<file path="config.mk">
export PLATFORM = sky130hd
export DESIGN_NAME = klp_mem_arbiter
export DESIGN_NICKNAME = d
export VERILOG_FILES = /design/src/rtl/klp_mem_pkg.sv /design/src/rtl/klp_rr_streak.sv /design/src/rtl/klp_mem_arbiter.sv
export SDC_FILE = /design/constraint.sdc
export NUM_CORES = 1
export LEC_CHECK = 0
export CORE_AREA = 2 2 108 110
export CTS_CLUSTER_SIZE = 16
export DETAILED_ROUTE_END_ITERATION = 10
export DIE_AREA = 0 0 110 112
export GPL_TIMING_DRIVEN = 1
export SYNTH_ARGS = -nofsm -noshare
export SYNTH_HDL_FRONTEND = slang
export SYNTH_HIERARCHICAL = 1
export SYNTH_SLANG_ARGS = --single-unit
</file>
<file path="constraint.sdc">
create_clock -name clk -period 1.7 [get_ports clk]
set_clock_uncertainty 0.05 [all_clocks]
set_input_delay 0.255 -clock clk [delete_from_list [all_inputs] [get_ports clk]]
set_output_delay 0.255 -clock clk [all_outputs]
set_load 0.1 [all_outputs]
</file>
<file path="src/rtl/klp_mem_pkg.sv">
`default_nettype none
// +----------------------------------------------------------------------+
// | klp_mem_pkg                                                          |
// | Shared types and default sizing for the fetch/data memory arbiter.   |
// | Revision: 1.0                                                        |
// +----------------------------------------------------------------------+
package klp_mem_pkg;

  localparam int DEF_ADDR_W      = 32;
  localparam int DEF_DATA_W      = 32;
  localparam int DEF_MAX_DSTREAK = 4;
  localparam int DEF_TIMEOUT     = 16;

  typedef enum logic [0:0] {
    IDLE = 1'b0,
    WAIT = 1'b1
  } stateT;

  typedef enum logic [0:0] {
    OWN_IF = 1'b0,
    OWN_D  = 1'b1
  } ownerT;

endpackage : klp_mem_pkg
`default_nettype wire

</file>
<file path="src/rtl/klp_rr_streak.sv">
`default_nettype none
// +----------------------------------------------------------------------+
// | klp_rr_streak                                                        |
// | Data-priority select with a bounded streak so fetch cannot starve.   |
// | Revision: 1.0                                                        |
// +----------------------------------------------------------------------+
module klp_rr_streak
  import klp_mem_pkg::*;
#(
  parameter int MAX_DSTREAK = DEF_MAX_DSTREAK
) (
  input  logic clk,
  input  logic reset,
  input  logic i_ifReq,
  input  logic i_dReq,
  input  logic i_ifGnt,
  input  logic i_dGnt,
  output logic o_selData
);

  localparam int                c_streakW   = $clog2(MAX_DSTREAK + 1);
  localparam logic [c_streakW-1:0] c_maxStreak = c_streakW'(MAX_DSTREAK);

  logic [c_streakW-1:0] r_streak;
  logic [c_streakW-1:0] w_nextStreak;

  // Data wins unless fetch is waiting and data has used up its streak.
  assign o_selData = i_dReq && !(i_ifReq && (r_streak == c_maxStreak));

  always_comb begin
    w_nextStreak = r_streak;
    if (!i_ifReq || i_ifGnt) begin
      w_nextStreak = '0;
    end else if (i_dGnt && (r_streak != c_maxStreak)) begin
      w_nextStreak = r_streak + c_streakW'(1);
    end
  end

  always_ff @(posedge clk or negedge reset) begin
    if (!reset) begin
      r_streak <= '0;
    end else begin
      r_streak <= w_nextStreak;
    end
  end

endmodule : klp_rr_streak
`default_nettype wire

</file>
<file path="src/rtl/klp_mem_arbiter.sv">
`default_nettype none
// +----------------------------------------------------------------------+
// | klp_mem_arbiter                                                      |
// | Two-requester (fetch/data) arbiter for a single-port memory with a   |
// | single outstanding transaction and a response timeout.               |
// | Revision: 1.0                                                        |
// +----------------------------------------------------------------------+
module klp_mem_arbiter
  import klp_mem_pkg::*;
#(
  parameter int ADDR_W      = DEF_ADDR_W,
  parameter int DATA_W      = DEF_DATA_W,
  parameter int MAX_DSTREAK = DEF_MAX_DSTREAK,
  parameter int TIMEOUT     = DEF_TIMEOUT
) (
  input  logic                clk,
  input  logic                reset,
  input  logic                if_req,
  input  logic [ADDR_W-1:0]   if_addr,
  output logic                if_gnt,
  output logic                if_rvalid,
  output logic [DATA_W-1:0]   if_rdata,
  output logic                if_err,
  input  logic                d_req,
  input  logic                d_we,
  input  logic [ADDR_W-1:0]   d_addr,
  input  logic [DATA_W-1:0]   d_wdata,
  input  logic [DATA_W/8-1:0] d_be,
  output logic                d_gnt,
  output logic                d_rvalid,
  output logic [DATA_W-1:0]   d_rdata,
  output logic                d_err,
  output logic                mem_req,
  output logic                mem_we,
  output logic [ADDR_W-1:0]   mem_addr,
  output logic [DATA_W-1:0]   mem_wdata,
  output logic [DATA_W/8-1:0] mem_be,
  input  logic                mem_gnt,
  input  logic                mem_rvalid,
  input  logic [DATA_W-1:0]   mem_rdata,
  output logic                busy
);

  localparam int                c_cntW    = $clog2(TIMEOUT + 1);
  localparam logic [c_cntW-1:0] c_cntLast = c_cntW'(TIMEOUT - 1);

  stateT             r_state;
  stateT             w_nextState;
  ownerT             r_owner;
  ownerT             w_nextOwner;
  logic [c_cntW-1:0] r_cnt;
  logic [c_cntW-1:0] w_nextCnt;

  logic w_selData;
  logic w_memReq;
  logic w_ifGnt;
  logic w_dGnt;
  logic w_respDone;
  logic w_ifRvalid;
  logic w_dRvalid;

  klp_rr_streak #(
    .MAX_DSTREAK (MAX_DSTREAK)
  ) u_streak (
    .clk       (clk),
    .reset     (reset),
    .i_ifReq   (if_req),
    .i_dReq    (d_req),
    .i_ifGnt   (if_gnt),
    .i_dGnt    (d_gnt),
    .o_selData (w_selData)
  );

  always_ff @(posedge clk or negedge reset) begin
    if (!reset) begin
      r_state <= IDLE;
      r_owner <= OWN_IF;
      r_cnt   <= '0;
    end else begin
      r_state <= w_nextState;
      r_owner <= w_nextOwner;
      r_cnt   <= w_nextCnt;
    end
  end

  always_comb begin
    w_nextState = r_state;
    w_nextOwner = r_owner;
    w_nextCnt   = r_cnt;
    w_memReq    = 1'b0;
    w_ifGnt     = 1'b0;
    w_dGnt      = 1'b0;
    w_respDone  = 1'b0;
    case (r_state)
      IDLE: begin
        w_memReq = if_req | d_req;
        if (w_memReq && mem_gnt) begin
          w_ifGnt     = !w_selData;
          w_dGnt      = w_selData;
          w_nextOwner = w_selData ? OWN_D : OWN_IF;
          w_nextCnt   = '0;
          w_nextState = WAIT;
        end
      end
      WAIT: begin
        w_nextCnt = r_cnt + c_cntW'(1);
        // A real response beats a coincident timeout.
        w_respDone = mem_rvalid || (r_cnt == c_cntLast);
        if (w_respDone) begin
          w_nextState = IDLE;
        end
      end
      default: begin
        w_nextState = IDLE;
      end
    endcase
  end

  // Handshake outputs are forced low while reset is held, independent of inputs.
  assign mem_req    = reset & w_memReq;
  assign if_gnt     = reset & w_ifGnt;
  assign d_gnt      = reset & w_dGnt;
  assign busy       = reset & (r_state == WAIT);

  assign w_ifRvalid = reset & w_respDone & (r_owner == OWN_IF);
  assign w_dRvalid  = reset & w_respDone & (r_owner == OWN_D);

  assign if_rvalid  = w_ifRvalid;
  assign if_err     = w_ifRvalid & !mem_rvalid;
  assign if_rdata   = (w_ifRvalid && mem_rvalid) ? mem_rdata : '0;

  assign d_rvalid   = w_dRvalid;
  assign d_err      = w_dRvalid & !mem_rvalid;
  assign d_rdata    = (w_dRvalid && mem_rvalid) ? mem_rdata : '0;

  assign mem_we     = w_selData & d_we;
  assign mem_addr   = w_selData ? d_addr  : if_addr;
  assign mem_wdata  = w_selData ? d_wdata : '0;
  assign mem_be     = w_selData ? d_be    : '1;

endmodule : klp_mem_arbiter
`default_nettype wire

</file>
==> impl_metrics.ini <==
[power]
p_leak_nw = 3.27
p_per_area_nw_per_um2 = 598
vdd_drop_max_uv = 717

[critical_path]
crit_top_cell = buf_12
rr_worst_depth = 10
worstPathRequired_ns = 1.39
worst-path-max-fanout = 7
cp_cell_sequence = inv_2 -> ha_4 -> a31oi_4 -> buf_12 -> clkbuf_16 -> mux2_4 -> buf_12
cp-start-kind = register
crit_path_max_incr_delay_ns = 0.36
crit_family = buffers and inverters
arrival_ns = 1.80
path_buf_inv = 4
slowest_stage = dfrtp_1
r2r_setup_slack_ns = -0.16
endpoint_kind = output port
crit_cells = 7
path_class = register to output port

[run]
cap_violations = 0

[synthesis]
synth_cells = 209
yosys-top-cells-area = and2_1, mux2_2, dfrtp_1
synth_cell_type_count = 33
synth_largest_area_cell = and2_1
yosys.area.top_type_share_pct = 26.4
syn_area_per_cell_sq_um = 8.29
ys_seq_area_share_pct = 14.4
synth_xor_area_share_pct = 1.01
synth-seq-cells = 10
synth.area.mux_share_pct = 23.3
synth_ff_type = dfrtp_1
synth_top_family_by_area = simple AND/OR/NAND/NOR gates
synth_compound_area_share_pct = 4.84
syn-num-nets = 352
synthArstFlopShare_pct = 100
synthSimpleGateAreaFrac_pct = 46.5
synth_adder_area_share_pct = 2.89
yosysWarnings = 6
synth_area_sq_um = 1730
synth_edf_count = 0

[die]
core_sq_um = 11200
die-area_sq_um = 12300
num_io_pins = 280
start_util_pct = 15.5
num_rows = 39
dieWidth_um = 110
die_h_um = 112

[cells_and_area]
finalNetCount = 680
multi_input_area_sq_um = 1870
register_area_sq_um = 250
drive_gt1_share_pct = 68.7
syn2layout_area_growth_pct = 328
filler_cell_count = 831
utilization_pct = 66.3
n_antenna_cell = 0
final_cells = 679

[timing]
holdWs_ns = 0.159
relSlewSlack_pct = 77.8
rsz0062_at_grt = true
fmax_ghz = 0.474
drv_slew = 0
hold_viol_final = 0
timing.final.ws_setup_ns = -0.408
setup-violations-final = 143
finalCritPeriodShare_pct = 124
worst_pin_slew_ns = 0.331
min_period_ns = 2.11

[clocking]
numCtsBuffers = 3
htree_levels = 1
clk_latency_ns = 0.23
clk_path_buf_depth = 2
cts.sinks = 10
cts.clk_slew.worst_paths_ns = 0.04
cts_root_buf = clkbuf_16
cts_tree = yes

[placed_design]
place.gp.congestion = 0.810
dp.cells = 645
hpwl_um = 10200
port_buffers = 279

[global_route]
grt_max_degree = 14
track_usage_pct = 19.5
grt-ovfl-total = 0
antenna_found_initial = 0
first_global_vias = 2958
grt_pass1_wl_um = 18100

[routing]
drtPass1Iterations = 4
finalWirelength_um = 12700
post_drt_wl_per_cell_um = 18.7
drtAntennaViolNets = 0
avgViaCountPerCell = 4.07
drt_iter0_markers = 60
drc = 0
vias = 2763

[run_status]
status = finished with violations
violations = negative setup slack

[hold_path]
hold_class = input pin to asynchronous set/reset pin
[what timing repair did]
action	4_1_cts	5_1_grt
setup endpoints to repair	143	143
hold buffers	0	0
pin swaps	56	36
resized for setup	66	15
buffers inserted	16	10
endpoints found under the hold margin	0	0
cloned	7	2
[final timing paths]
check	start	end
worst min register to register	r_cnt[4]	r_cnt[4]
max in group asynchronous	reset	r_state
min in group clk	r_cnt[4]	r_cnt[4]
worst max-delay path	u_streak/r_streak[1]	mem_addr[3]
worst min-delay path	reset	u_streak/r_streak[1]
worst max register to register	u_streak/r_streak[1]	u_streak/r_streak[1]
[cells in the mapped netlist (all sizes together) (2+ instances only)]
library cell / count
a21oi: 3
a22o: 3
and2: 98
and3: 2
buf: 8
clkbuf: 7
dfrtp: 10
ha: 4
inv: 7
mux2: 35
nand2: 5
nand2b: 6
nor2: 7
nor3: 2
[worst register-to-register path, cell delays in order, from the launching register on]
cell and delay, ns:
dfrtp_1 0.36, inv_2 0.05, ha_4 0.17, a31oi_4 0.15, buf_12 0.18, buf_8 0.14, nand2_4 0.05, nor2_4 0.11
a21boi_4 0.23, mux2i_1 0.20, nor2_1 0.06
[metrics by stage]
stage | cell area [sq um] | setup WS [ns] | TNS (ns) | power (mW)
5_1_grt | 7410 | -0.474 | -52.20 | 4.58
4_1_cts | 7320 | -0.452 | -49.02 | 4.43
3_3_place_gp | 6730 | -0.452 | -47.06 | 3.64
3_5_place_dp | 6730 | -0.451 | -47.56 | 3.67
2_1_floorplan | 2170 | -0.554 | -15.15 | 2.30
6_report | 7410 | -0.408 | -41.91 | 4.44
[where the power goes]
group | switching [mW] | internal [mW]
Combinational | 1.99 | 1.63
Clock | 0.113 | 0.354
Sequential | 0.0528 | 0.296
Total | 2.15 | 2.28
[state kept, by name (all words and copies together) (netlist names)]
signal,flops
r_cnt,5
r_state,1
r_owner,1
u_streak/r_streak,3
[kinds of logic (layout without fill, tap and decap cells)]
kind of cell    after synthesis  count (layout)
simple gates                124             124
fa+ha+maj                     4               4
compound gates               11              11
flops                        10              10
buf+inv                      22             349
mux                          36              36
xor+xnor                      2               2
[layout by cell type (no fill, tap or decap), types with 2 or more instances in the layout]
cell type and n:
buf_4 23, clkbuf_16 5, inv_2 2, dlygate4sd2_1 4
a21oi_1 2, nand2_1 3, buf_12 151, clkdlybuf4s50_1 134
and3_4 2, ha_4 2, buf_16 5, buf_8 5
nand2b_4 5, and2_4 98, nand2_4 2, dfrtp_1 10
mux2_2 3, nor3_4 2, nor2_1 3, a22o_2 2
mux2_4 32, nor2_4 4, inv_1 4, buf_6 14
[layout make-up]
class	count	area share [%]
Multi-Input combinational cell	177	25.2
Sequential cell	10	3.38
Tap cell	143	2.41
Clock buffer	4	1.20
Inverter	7	0.456
Timing Repair Buffer	338	67.3
[routing by layer]
layer  vias up  GRT usage (%)  share of wire [%]
met5         -              0                  0
met4         0           2.95               0.83
met3         8           5.21                9.2
met2       124           38.0                 57
met1      1292           20.7                 33
li1       1339              -                  -
Power figures use the tool's default switching activity.
